===== config.mk =====
export PLATFORM = sky130hd
export DESIGN_NAME = wb_writeback_arbiter
export DESIGN_NICKNAME = d
export VERILOG_FILES = /design/src/rtl/wb_writeback_arbiter.sv
export SDC_FILE = /design/constraint.sdc
export NUM_CORES = 1
export LEC_CHECK = 0
export ABC_AREA = 1
export BUFFER_PORTS_ARGS = -buffer_cell sky130_fd_sc_hd__buf_2
export CORE_UTILIZATION = 40
export DETAILED_ROUTE_END_ITERATION = 7
export PLACE_DENSITY = 0.71
export SLEW_MARGIN = 10
export SYNTH_ARGS = -nofsm -noshare
export SYNTH_HDL_FRONTEND = slang
export SYNTH_SLANG_ARGS = --single-unit

===== constraint.sdc =====
create_clock -name clk_i -period 2.7 [get_ports clk_i]
set_clock_uncertainty 0.15 [all_clocks]
set_input_delay 0.27 -clock clk_i [delete_from_list [all_inputs] [get_ports clk_i]]
set_output_delay 0.27 -clock clk_i [all_outputs]
set_load 0.03 [all_outputs]

===== src/rtl/wb_writeback_arbiter.sv =====
// Write-back stage: owns the single register-file write port, merging pipeline
// results with CGRA accelerator results held in a small posted-write queue.
module wb_writeback_arbiter #(
  parameter int DEPTH        = 4,
  parameter int STARVE_LIMIT = 8
) (
  input  logic        clk_i,
  input  logic        rst_i,
  input  logic [31:0] ALUResult_i,
  input  logic [31:0] DataMemReadData_i,
  input  logic [4:0]  RDaddr_i,
  input  logic        RegWrite_i,
  input  logic        MemToReg_i,
  input  logic        cgra_valid_i,
  input  logic [4:0]  cgra_rd_i,
  input  logic [31:0] cgra_data_i,
  output logic        cgra_ready_o,
  output logic        rf_we_o,
  output logic [4:0]  rf_waddr_o,
  output logic [31:0] rf_wdata_o,
  output logic        Stall_o,
  output logic        busy_o
);

  localparam int AW = $clog2(DEPTH);
  localparam int CW = AW + 1;
  localparam int SW = $clog2(STARVE_LIMIT + 1);

  logic [AW-1:0]             rd_ptr, wr_ptr;
  logic [CW-1:0]             count;
  logic [DEPTH-1:0]          vld;
  logic [DEPTH-1:0][4:0]     q_rd;
  logic [DEPTH-1:0][31:0]    q_data;
  logic [SW-1:0]             starve_cnt;

  logic not_empty, head_vld, pipe_wr, drain, enq;

  assign not_empty    = (count != '0);
  assign head_vld     = not_empty & vld[rd_ptr];
  assign Stall_o      = ~rst_i & head_vld & (starve_cnt == SW'(STARVE_LIMIT));
  assign pipe_wr      = ~rst_i & RegWrite_i & (RDaddr_i != 5'd0) & ~Stall_o;
  assign drain        = ~rst_i & not_empty & (~pipe_wr | Stall_o);
  assign cgra_ready_o = ~rst_i & (count < CW'(DEPTH));
  // rd==0 completes the handshake but never occupies a slot
  assign enq          = cgra_valid_i & cgra_ready_o & (cgra_rd_i != 5'd0);
  assign busy_o       = |vld;

  always_comb begin
    rf_we_o    = 1'b0;
    rf_waddr_o = 5'd0;
    rf_wdata_o = 32'd0;
    if (drain) begin
      // a killed head still consumes the slot, silently
      if (head_vld) begin
        rf_we_o    = 1'b1;
        rf_waddr_o = q_rd[rd_ptr];
        rf_wdata_o = q_data[rd_ptr];
      end
    end else if (pipe_wr) begin
      rf_we_o    = 1'b1;
      rf_waddr_o = RDaddr_i;
      rf_wdata_o = MemToReg_i ? DataMemReadData_i : ALUResult_i;
    end
  end

  always_ff @(posedge clk_i) begin
    if (rst_i) begin
      rd_ptr     <= '0;
      wr_ptr     <= '0;
      count      <= '0;
      vld        <= '0;
      starve_cnt <= '0;
    end else begin
      // WAW: an older queued write to the same rd must not land after this one
      for (int i = 0; i < DEPTH; i++)
        if (pipe_wr && q_rd[i] == RDaddr_i) vld[i] <= 1'b0;
      if (drain) begin
        vld[rd_ptr] <= 1'b0;
        rd_ptr      <= rd_ptr + AW'(1);
      end
      if (enq) begin
        vld[wr_ptr] <= 1'b1;
        wr_ptr      <= wr_ptr + AW'(1);
      end
      if (enq && !drain)      count <= count + CW'(1);
      else if (!enq && drain) count <= count - CW'(1);
      if (drain || !not_empty)
        starve_cnt <= '0;
      else if (head_vld && starve_cnt != SW'(STARVE_LIMIT))
        starve_cnt <= starve_cnt + SW'(1);
    end
  end

  always_ff @(posedge clk_i) begin
    if (enq) begin
      q_rd[wr_ptr]   <= cgra_rd_i;
      q_data[wr_ptr] <= cgra_data_i;
    end
  end

endmodule


==> flow_summary_export.csv <==
group,metric,value,unit
outcome,outcome,"finished, violations left",
outcome,violations,"DRC",
floorplan,ioPinCount,152,
worst_setup_path,critPathLaunchType,"flop",
routing,wl_per_cell,15.1,um
grt,grt_pass1_wl,26700,um
worst_setup_path,path_cells,"inv_1 -> ha_1 -> nand3_1 -> nor2_2 -> nand2_4 -> nand2_8 -> nand3_2 -> buf_8 -> o22ai_1 -> buf_4",
power_and_ir_drop,leakage,0.00389,uW
worst_setup_path,worst-path-buf-inv,3,
floorplan,die_w,140,um
synthesis,yosys-mux-area-fraction,0,%
synthesis,synth-compound-area-share,17.2,%
synthesis,synth_fa_ha_area_share,2.06,%
synthesis,synth_area_per_cell,10.8,um2
worst_setup_path,crit_required,2.28,ns
cells_and_area,layoutNonFillerInstCount,1138,
worst_setup_path,cp-end-kind,"primary output",
cells_and_area,final_nets,1014,
cells_and_area,diodes,0,
clocking,cts-buffers-inserted,17,
sta,setup_viol,0,
grt,grt_usage,17.9,%
sta,relSlewSlack,62.8,%
routing,drt_iter0_markers,429,
placed_design,hpwl,10800,um
sta,hold_viol,0,
clocking,cts.sinks,163,
worst_setup_path,crit_fanout,20,
sta,maxClockFrequency,386,MHz
synthesis,syn_inst,708,
synthesis,syn_nets,831,
grt,gr-total-overflow,0,
grt,grt_max_degree,79,
floorplan,core,18700,um2
routing,viasPerCell,5.03,
floorplan,num_rows,50,
worst_setup_path,cp.arrival,2.17,ns
cells_and_area,area_delta_synth_final,26.8,%
min_path,hp-class,"in2reg",
placed_design,place_inst,1068,
floorplan,start_util,40.8,%
worst_setup_path,cp_top_family,"simple AND/OR/NAND/NOR gates",
routing,first_pass_iters,8,
worst_setup_path,criticalPathCategory,"reg2out",
synthesis,ys_warn_count,0,
grt,antenna_found_initial,0,
placed_design,io_buffers,151,
clocking,clk_pin_slew,0.06,ns
clocking,clk_latency,0.42,ns
routing,drc,1,
sta,final.setup.tns,0,ns
clocking,clk_root_buffer_cell,"clkbuf_16",
synthesis,synth_xor_xnor_area_share,1.38,%
sta,grt_setup_unrepaired,"yes",
routing,vias,5727,
synthesis,synthDistinctLibCells,33,
routing,ant_nets,0,
synthesis,synth.cell_area,7640,um2
synthesis,ys_ff_latch,163,
sta,worst_pin_slew,0.558,ns
power_and_ir_drop,p_per_area,719,nW/um2
power_and_ir_drop,vdd_drop_max,0.501,mV
clocking,clockBufferDepth,2,
synthesis,ys_seq_area_share,62.1,%
clocking,cts_tree,"yes",
routing,finalWirelength,17100,um
sta,fin_crit_sh,96.1,%
cells_and_area,layout-drive-gt1-share,26.5,%
flow_run,drv_cap,0,
sta,fin_crit,2.59,ns
worst_setup_path,cp_slowest_cell,"dfxtp_1",
worst_setup_path,slowest_delay,0.33,ns
sta,slew_viol_final,0,
clocking,post_cts_buffers,0,
grt,grt_pass1_vias,5327,
synthesis,yosys.area_share.simple,11.0,%
clocking,cts-htree-levels,4,
cells_and_area,fin_util,51.8,%
synthesis,synth_top_family_by_area,"compound AO/OA/AOI/OAI gates",
cells_and_area,fillers,1609,
floorplan,die_area,19700,um2
floorplan,die_h,140,um
placed_design,gp_congestion,0.833,
sta,holdWs,0.0735,ns
==> layout make-up <==
class	count	area, um2	area share (%)
Sequential cell	163	4750	49.0
Multi-Input combinational cell	432	2440	25.2
Timing Repair Buffer	208	1360	14.0
Clock buffer	18	429	4.43
Tap cell	234	293	3.02
Inverter	69	262	2.70
Clock inverter	14	154	1.59
==> report_power, final <==
group	internal, uW	leakage, uW	switching [uW]
clock network	1380	0.000275	988
logic	620	0.00215	1030
registers	2890	0.00146	57.3
total	4890	0.00389	2080
==> worst paths after layout <==
check | from | end | slack, ns | cells after the start
worst max register to register | starve_cnt[0] | count[2] | 0.13 | 15
worst max-delay path | starve_cnt[0] | rf_wdata_o[7] | 0.11 | 10
worst min register to register | starve_cnt[3] | starve_cnt[3] | 0.32 | 2
worst min-delay path | rst_i | count[2] | 0.07 | 4
==> cell usage in the layout, fill, tap and decap left out, types with 2 or more instances in the layout <==
cell type      count
dlygate4sd3_1     38
clkinvlp_4         3
inv_2              9
o21ai_0          107
xnor2_1           12
a32o_1             2
clkbuf_16         17
nand3_1           20
clkinv_1           3
buf_12             2
nand2_2            4
nand2_1           93
o21ai_1            3
inv_1             59
edfxtp_1         148
nor2_1            79
o22a_1            31
inv_6              2
bufinv_16          2
dfxtp_1           13
o22ai_1           15
dfxtp_2            2
a21oi_1           21
buf_4             32
ha_1              11
inv_8              3
o211ai_1           2
buf_2            134
o22ai_2           20
nor3_1             2
==> cell families (layout without fill, tap and decap cells) <==
logic type,after synthesis,after routing
simple gates,205,205
compound gates,203,203
flops,163,163
buf+inv,113,309
fa+ha+maj,12,12
xor+xnor,12,12
==> worst min-delay path: stages <==
cell and delay [ns]:
buf_2 0.14, inv_2 0.08, nand2_1 0.07, a21oi_1 0.04
==> layer usage <==
layer / track usage, % / vias to the layer above / part of all wire, %
li1: - / 2860 / -
met1: 22.1 / 2667 / 43
met2: 30.1 / 179 / 50
met3: 4.38 / 21 / 5.5
met4: 7.00 / 0 / 1.5
met5: 0 / - / 0
==> sequential cells by signal, summed over array words and instances (netlist names) <==
signal      flops
q_rd           20
count           3
wr_ptr          2
rd_ptr          2
q_data        128
vld             4
starve_cnt      4
==> what timing repair did <==
item	in CTS	in global routing
hold endpoints to repair	152	0
hold buffers	38	0
gates resized for setup	7	39
pin swaps	0	2
endpoints found under the setup margin	31	39
==> Yosys cell counts <==
master      n  area (um2)
edfxtp_1  148        4440
o21ai_0   108         541
nand2_1    94         353
nor2_1     79         297
inv_1      63         236
o22a_1     31         272
a21oi_1    21         105
clkbuf_1   20        75.1
nand3_1    20         100
o22ai_2    19         238
buf_2      17        85.1
o22ai_1    17         106
dfxtp_1    15         300
xnor2_1    12         105
ha_1       11         138
inv_2       5        18.8
buf_6       4        45.0
nand2_2     3        18.8
a32o_1      2        20.0
buf_1       2        7.51
nand2_4     2        22.5
nor3_1      2        10.0
o211ai_1    2        15.0
o21ai_1     2        10.0
a211oi_1    1        7.51
clkbuf_2    1        5.00
fa_1        1        20.0
inv_4       1        6.26
nand3_2     1        10.0
nand4_1     1        6.26
nor2_2      1        6.26
nor3b_1     1        7.51
or2_2       1        6.26
==> stage by stage <==
| stage | instance area (um2) | total power, uW | worst slack [ns] |
|---|---|---|---|
| after detailed placement | 8610 | 4570 | 0.0596 |
| after global placement | 8610 | 4540 | 0.115 |
| final | 9690 | 6970 | 0.106 |
| after global routing | 9690 | 7300 | -0.0259 |
| after floorplan | 7640 | 4120 | 0.282 |
| after CTS | 9600 | 6990 | -0.00336 |
No activity file was read; power rests on OpenSTA's default activity.
